===== src/rtl/thread_scheduler_pkg.sv =====
// Shared widths, reset-PC defaults and small helpers for the two-thread issue scheduler.
package thread_scheduler_pkg;
   localparam int WORD     = 16;
   localparam int PRE      = 4;
   localparam int TID      = 1;
   localparam int NTHREADS = 2;

   localparam logic [WORD-1:0] T0_START_DEFAULT = 16'h0000;
   localparam logic [WORD-1:0] T1_START_DEFAULT = 16'h0001;

   typedef logic [WORD-1:0] word_t;
   typedef logic [PRE-1:0]  pre_t;
   typedef logic [TID-1:0]  tid_t;

   // Sequential fetch; 16'hFFFF wraps naturally to 16'h0000.
   function automatic word_t pc_inc(input word_t pc);
      return pc + word_t'(1);
   endfunction
endpackage


===== src/rtl/thread_scheduler_rr_arb2.sv =====
// Two-requester round-robin arbiter: the requester that did not win last time is preferred.
module rr_arb2
   import thread_scheduler_pkg::*;
(
   input  logic [1:0] req,
   input  tid_t       last,
   output logic       grant_valid,
   output tid_t       grant_id
);
   tid_t other;

   assign other = ~last;

   always_comb begin
      grant_valid = |req;
      grant_id    = last;
      if (req[other]) begin
         grant_id = other;
      end
   end
endmodule


===== src/rtl/thread_scheduler.sv =====
// Two-thread fetch scheduler: per-thread PC/prefix/halt state, round-robin issue,
// redirect, prefix latching and sticky halt handling.
module thread_scheduler
   import thread_scheduler_pkg::*;
#(
   parameter logic [15:0] T0_START = T0_START_DEFAULT,
   parameter logic [15:0] T1_START = T1_START_DEFAULT
) (
   input  logic        clk,
   input  logic        reset,
   input  logic [1:0]  stall,
   input  logic        issue_ready,
   output logic        issue_valid,
   output logic        issue_tid,
   output logic [15:0] issue_pc,
   output logic [3:0]  issue_pre,
   output logic        issue_pre_valid,
   input  logic        redirect_valid,
   input  logic        redirect_tid,
   input  logic [15:0] redirect_pc,
   input  logic        pre_valid,
   input  logic        pre_tid,
   input  logic [3:0]  pre_val,
   input  logic        halt_req,
   input  logic        halt_tid,
   output logic [1:0]  thread_halted,
   output logic        halted
);
   word_t           pc_reg  [NTHREADS];
   pre_t            pre_reg [NTHREADS];
   logic [1:0]      pre_v_reg;
   logic [1:0]      halted_reg;
   logic            all_halted_reg;
   tid_t            last_reg;
   logic [1:0]      eligible;
   tid_t            grant_id;
   logic            fire;

   // A thread being redirected or halted this cycle must not issue a stale address.
   generate
      for (genvar gi = 0; gi < NTHREADS; gi++) begin : g_elig
         assign eligible[gi] = !halted_reg[gi] && !stall[gi]
                            && !(redirect_valid && redirect_tid == tid_t'(gi))
                            && !(halt_req && halt_tid == tid_t'(gi));
      end
   endgenerate

   rr_arb2 u_arb (
      .req         (eligible),
      .last        (last_reg),
      .grant_valid (issue_valid),
      .grant_id    (grant_id)
   );

   assign issue_tid       = grant_id;
   assign issue_pc        = pc_reg[grant_id];
   assign issue_pre_valid = pre_v_reg[grant_id];
   assign issue_pre       = pre_v_reg[grant_id] ? pre_reg[grant_id] : '0;
   assign fire            = issue_valid && issue_ready;
   assign thread_halted   = halted_reg;
   assign halted          = all_halted_reg;

   always_ff @(posedge clk or negedge reset) begin
      if (!reset) begin
         pc_reg[0]      <= T0_START;
         pc_reg[1]      <= T1_START;
         pre_reg[0]     <= '0;
         pre_reg[1]     <= '0;
         pre_v_reg      <= '0;
         halted_reg     <= '0;
         all_halted_reg <= 1'b0;
         last_reg       <= 1'b1;
      end else begin
         for (int t = 0; t < NTHREADS; t++) begin
            if (halt_req && halt_tid == tid_t'(t)) begin
               halted_reg[t] <= 1'b1;
            end else begin
               if (redirect_valid && redirect_tid == tid_t'(t)) begin
                  pc_reg[t] <= redirect_pc;
               end else if (fire && grant_id == tid_t'(t)) begin
                  pc_reg[t] <= pc_inc(pc_reg[t]);
               end
               // A newly decoded prefix outranks any clear from issue or redirect.
               if (pre_valid && pre_tid == tid_t'(t)) begin
                  pre_reg[t]   <= pre_val;
                  pre_v_reg[t] <= 1'b1;
               end else if ((redirect_valid && redirect_tid == tid_t'(t))
                         || (fire && grant_id == tid_t'(t))) begin
                  pre_v_reg[t] <= 1'b0;
               end
            end
         end
         if (fire) begin
            last_reg <= grant_id;
         end
         all_halted_reg <= &halted_reg;
      end
   end
endmodule


===== config.mk =====
export PLATFORM = sky130hd
export DESIGN_NAME = thread_scheduler
export DESIGN_NICKNAME = d
export VERILOG_FILES = /design/src/rtl/thread_scheduler_pkg.sv /design/src/rtl/thread_scheduler_rr_arb2.sv /design/src/rtl/thread_scheduler.sv
export SDC_FILE = /design/constraint.sdc
export NUM_CORES = 1
export LEC_CHECK = 0
export CORE_MARGIN = 5
export CORE_UTILIZATION = 57
export CTS_CLUSTER_SIZE = 20
export DETAILED_ROUTE_END_ITERATION = 6
export HOLD_SLACK_MARGIN = 0.03
export PLACE_DENSITY = 0.86
export SETUP_SLACK_MARGIN = 0.02
export SLEW_MARGIN = 15
export SYNTH_ARGS = -nofsm -noshare
export SYNTH_HDL_FRONTEND = slang
export SYNTH_SLANG_ARGS = --single-unit

===== constraint.sdc =====
create_clock -name clk -period 5.7 [get_ports clk]
set_clock_uncertainty 0.15 [all_clocks]
set_input_delay 1.425 -clock clk [delete_from_list [all_inputs] [get_ports clk]]
set_output_delay 1.425 -clock clk [all_outputs]
set_load 0.01 [all_outputs]

# Yosys cells after proc, flatten, opt, wreduce, memory -nomap -nowiden
# Index checks and enable logic that the tools add are counted.
classes:
  n_mux: 20
  n_lt_le_gt_ge: 3
  n_bitwise: 8
  reduce_logical: 37
  n_addsub: 2
op_table:
  columns: ["op", "count"]
  rows:
  - ["16-bit two-way mux", 7]
  - ["16-bit by 1-bit adder with 16-bit output, second input constant", 2]
  - ["4-bit two-way mux", 4]
  - ["1-bit logical AND", 15]
  - ["2-bit AND reduction", 7]
  - ["1-bit two-way mux", 9]
  - ["1-bit logical NOT", 8]
  - ["2-bit nonzero test", 4]
  - ["1-bit NOT", 7]
  - ["1-bit by 2-bit < comparator with 1-bit output, second input constant", 2]
  - ["2-bit greater-or-equal comparator, second input constant", 1]
  - ["1-bit logical OR", 2]
  - ["1-bit NOT with 2-bit output", 1]
  - ["2-bit OR reduction", 1]
word_totals:
  word_cells: 80
  register_bits: 46
  output_inout_bits: 26
  input_bits: 31

# Logic depth before layout (Yosys ltp)
logic_depth:
  ltp_word: 13
  depth_mapped: 6

# By module
# From an unflattened synthesis, not the netlist that was laid out.
hier_totals:
  cells_unflattened: 329
  area_unflattened_um2: 2975.4
by_module_without_submodules:
  columns: ["module", "instances", "area_each_um2", "cells_each", "seq_area_each_um2"]
  rows:
  - ["thread_scheduler", 1, 2955.3, 326, 1153.6]
  - ["rr_arb2", 1, 20.0, 3, 0.0]

# Least setup slack after synthesis
# OpenSTA, ideal clock, no wires.
synth_timing:
  kind: "in2out"
  startpoint: "input redirect_valid"
  endpoint: "output issue_pc[11]"
  arrival_ns: 2.865
  cell_stages: 6
  setup_slack_ns: 1.260
  path_buffers: 2
  path_cell_list: "nor2b_1 -> buf_2 -> or4_4 -> a21oi_4 -> buf_6 -> mux2_1"
synth_between:
  elab_chain_cells: 11
synth_lines:
  columns: ["item", "line", "text"]
  rows:
  - ["start: declaration", "thread_scheduler.sv:18", "input logic redirect_valid,"]
  - ["1-bit logical AND", "thread_scheduler.sv:43", "&& !(redirect_valid && redirect_tid == tid_t'(gi))"]
  - ["1-bit logical NOT", "thread_scheduler.sv:43", null]
  - ["1-bit logical AND", "thread_scheduler.sv:43", null]
  - ["1-bit logical AND", "thread_scheduler.sv:44", "&& !(halt_req && halt_tid == tid_t'(gi));"]
  - ["1-bit two-way mux (not written as such) * (2 in a row)", "thread_scheduler_rr_arb2.sv:17", "if (req[other]) begin"]
  - ["1-bit two-way mux *", "thread_scheduler_rr_arb2.sv:17", null]
  - ["1-bit NOT with 2-bit output (not written as such) *", "thread_scheduler.sv:56", "assign issue_pc = pc_reg[grant_id];"]
  - ["16-bit two-way mux (not written as such) * (3 in a row)", "thread_scheduler.sv:56", null]
  - ["end: declaration", "thread_scheduler.sv:15", "output logic [15:0] issue_pc,"]
# Every way passes the cells marked *; elsewhere a longest branch is shown, timed or not. The select of a mux whose other input is x is not followed.

# Final worst setup path
layout_timing:
  startpoint: "input halt_req"
  endpoint: "output issue_pc[11]"
layout_between:
  elab_chain_cells: 10
layout_lines:
  columns: ["item", "line", "text"]
  rows:
  - ["start: declaration", "thread_scheduler.sv:24", "input logic halt_req,"]
  - ["1-bit logical AND", "thread_scheduler.sv:44", null]
  - ["1-bit logical NOT", "thread_scheduler.sv:44", null]
  - ["1-bit logical AND", "thread_scheduler.sv:44", null]
  - ["1-bit two-way mux (not written as such) * (2 in a row)", "thread_scheduler_rr_arb2.sv:17", null]
  - ["1-bit two-way mux *", "thread_scheduler_rr_arb2.sv:17", null]
  - ["1-bit NOT with 2-bit output (not written as such) *", "thread_scheduler.sv:56", null]
  - ["16-bit two-way mux (not written as such) * (3 in a row)", "thread_scheduler.sv:56", null]
# Marks and branches as above.

==> impl_metrics.tcl <==
set metrics [dict create \
    cts_tree "yes" \
    cts_buffers 5 \
    slowest_delay_ns 0.53 \
    rows 26 \
    grt_pass1_vias 2720 \
    reg2reg_depth 4 \
    htreeDepth 2 \
    ys.flop_type "dfrtp_1" \
    cts.sinks 46 \
    syn_area_per_cell_um2 9.24 \
    post_dp_cell_area_um2 3620 \
    totalWireLength_um 8740 \
    cts-root-buf "clkbuf_8" \
    route.detailed.drc 0 \
    min_to "pre_reg[6]$_DFFE_PN0P_" \
    largest_register_ffs 32 \
    start_util_pct 58.9 \
    dp_hpwl_um 6350 \
    crit_family "buffers and inverters" \
    cts_resized 0 \
    worstSetupStartpointType "input port" \
    run_status "completed" \
    final_max_slew_viol_count 0 \
    irDropWorstVdd_uv 229 \
    rr_endpoint "pc_reg[0]$_DFFE_PN1P_" \
    gp_congestion 0.870 \
    worstReg2RegStart "last_reg$_DFFE_PN1N_" \
    power_leakage_uw 0.00139 \
    synth_mux_area_share_pct 11.3 \
    overflow 0 \
    crit_slowest_cell "or4_4" \
    synthTopCellsByCount "dfrtp_1 (44), nand2_1 (30), clkbuf_1 (19)" \
    worstSkewPairLatency_ns 0.30 \
    grt_max_degree 47 \
    yosysSeqAreaShare_pct 38.1 \
    post_cts_buffers 0 \
    io_pins 57 \
    antenna-diode-count 0 \
    worst-setup-path-type "in2out" \
    yosysTopAreaCell "dfrtp_1" \
    async_reset_ff_share_pct 100 \
    clock_path_buffers 2 \
    portBuffers 56 \
    synthXorXnorAreaFrac_pct 0 \
    yosysTopAreaCellShare_pct 36.3 \
    r2r_slack_ns 3.14 \
    synth_compound_area_share_pct 27.1 \
    yosysMostFrequentCell "dfrtp_1" \
    nFillCells 410 \
    nets 405 \
    final_core_util_pct 72.2 \
    hold_depth 1 \
    worstMarginPinSlew_ns 1.10 \
    finalCriticalPeriod_ns 5.47 \
    hold_buffers 0 \
    cp_common_cell "clkdlybuf4s50_1" \
    antenna_found_initial 0 \
    syn_area_um2 3030 \
    synth_edf_count 0 \
    wl_per_cell_um 19.7 \
    worstPathArrival_ns 3.89 \
    synthCells 328 \
    critPathRequiredTime_ns 4.12 \
    die_height_um 82.9 \
    yosys.area_share.simple_pct 17.7 \
    grt_pass1_wl_um 14200 \
    hold_path_class "reg2reg" \
    ys_ff_latch 46 \
    synth_top_family_by_area "compound AO/OA/AOI/OAI gates" \
    dieArea_um2 6870 \
    min_from "pre_reg[6]$_DFFE_PN0P_" \
    max_freq_mhz 183 \
    slew_headroom_pct 26.4 \
    rsz0062_at_grt "false" \
    synth_cell_type_count 49 \
    vias 2982 \
    maxCapViolCount 0 \
    endpoint_kind "output port" \
    ant_nets 0 \
    finalCritPeriodShare_pct 95.9 \
    grt_use_total_pct 24.9 \
    path_clk_slew_ns 0.08 \
    path_buf_inv 3 \
    cp_cell_sequence "clkdlybuf4s50_1 -> nor2b_1 -> or4_4 -> a21oi_4 -> buf_12 -> mux2_1 -> clkdlybuf4s50_1" \
    area_delta_synth_final_pct 22.5 \
    power.density_nw_per_um2 335 \
    drtIter0Drc 353 \
    crit_path_start "halt_req" \
    die_w_um 82.9 \
    critPathMaxFanout 22 \
    setup_viol 0 \
    yosys.area_share.adder_pct 0.826 \
    drive_above_1_share_pct 8.04 \
    stdcell_area_um2 3710 \
    synth_area_leaders "dfrtp_1 (36%), mux2_1 (6.3%), nand2_1 (3.7%), mux2_2 (3.0%), a2bb2oi_1 (2.9%)" \
    drtPass1Iterations 5 \
    hold_slack_ns 0.362 \
    final.setup.tns_ns 0 \
    fin_ws_ns 0.233 \
    hold_violations 0 \
    via_per_inst 6.73 \
    ys_warn_count 0 \
    place_ws_ns 0.243 \
    synth_fp_nets 361 \
    design.core.area_um2 5140 \
]
## how the worst max path moves through the flow
stage	endpoint	slack, ns	depth (start not counted)
2_1_floorplan	issue_pc[11]	1.26	6
3_3_place_gp	issue_pc[12]	0.29	7
3_5_place_dp	issue_pc[11]	0.24	7
4_1_cts	issue_pc[11]	0.23	7
5_1_grt	issue_pc[11]	0.17	7
6_report	issue_pc[11]	0.23	7
## layout by cell type, fill, tap and decap left out, types with 7 or more instances in the layout
cell and instances:
nor3_1 10, o22a_1 8, a2bb2oi_1 10, a21oi_1 14, nand4_1 7, nor2_1 11
mux2_1 17, a31oi_1 9, o21ai_0 13, inv_1 8, clkdlybuf4s50_1 55, and3_1 7
nand3_1 12, nand2_1 30, mux2_2 8, dfrtp_1 44, o22ai_1 13, and4_1 8
## kinds of logic after synthesis
group | Yosys count
compound gates | 112
fa+ha+maj | 2
buf+inv | 35
flops | 46
mux | 31
simple gates | 102
## power by group
group | internal [uW] | switching (uW) | total (uW)
registers | 413 | 129 | 543
logic | 269 | 226 | 495
clock network | 86.3 | 118 | 204
total | 769 | 473 | 1240
## area by class of cell
type	instances	area, um^2	share of cell area (%)
multi-input cells	247	1720	46.5
flip-flops and latches	46	1150	31.1
repair buffers	63	621	16.7
well taps	70	87.6	2.36
clock buffers	5	68.8	1.85
inverters	9	33.8	0.911
clock inverters	3	21.3	0.573
## through the flow
stage,cells,total power (uW)
CTS,443,1240
detailed placement,435,1040
global route,443,1310
global placement,435,1020
finish,443,1240
floorplan,328,804
## layer usage
metal | up-vias | global-route usage (%) | wire length, um
met5 | - | 0 | 0
met4 | 0 | 7.43 | 117
met3 | 15 | 3.27 | 624
met2 | 171 | 40.5 | 4360
met1 | 1441 | 34.5 | 3640
li1 | 1355 | - | -
Note: power is estimated with default switching activity, not from simulation.
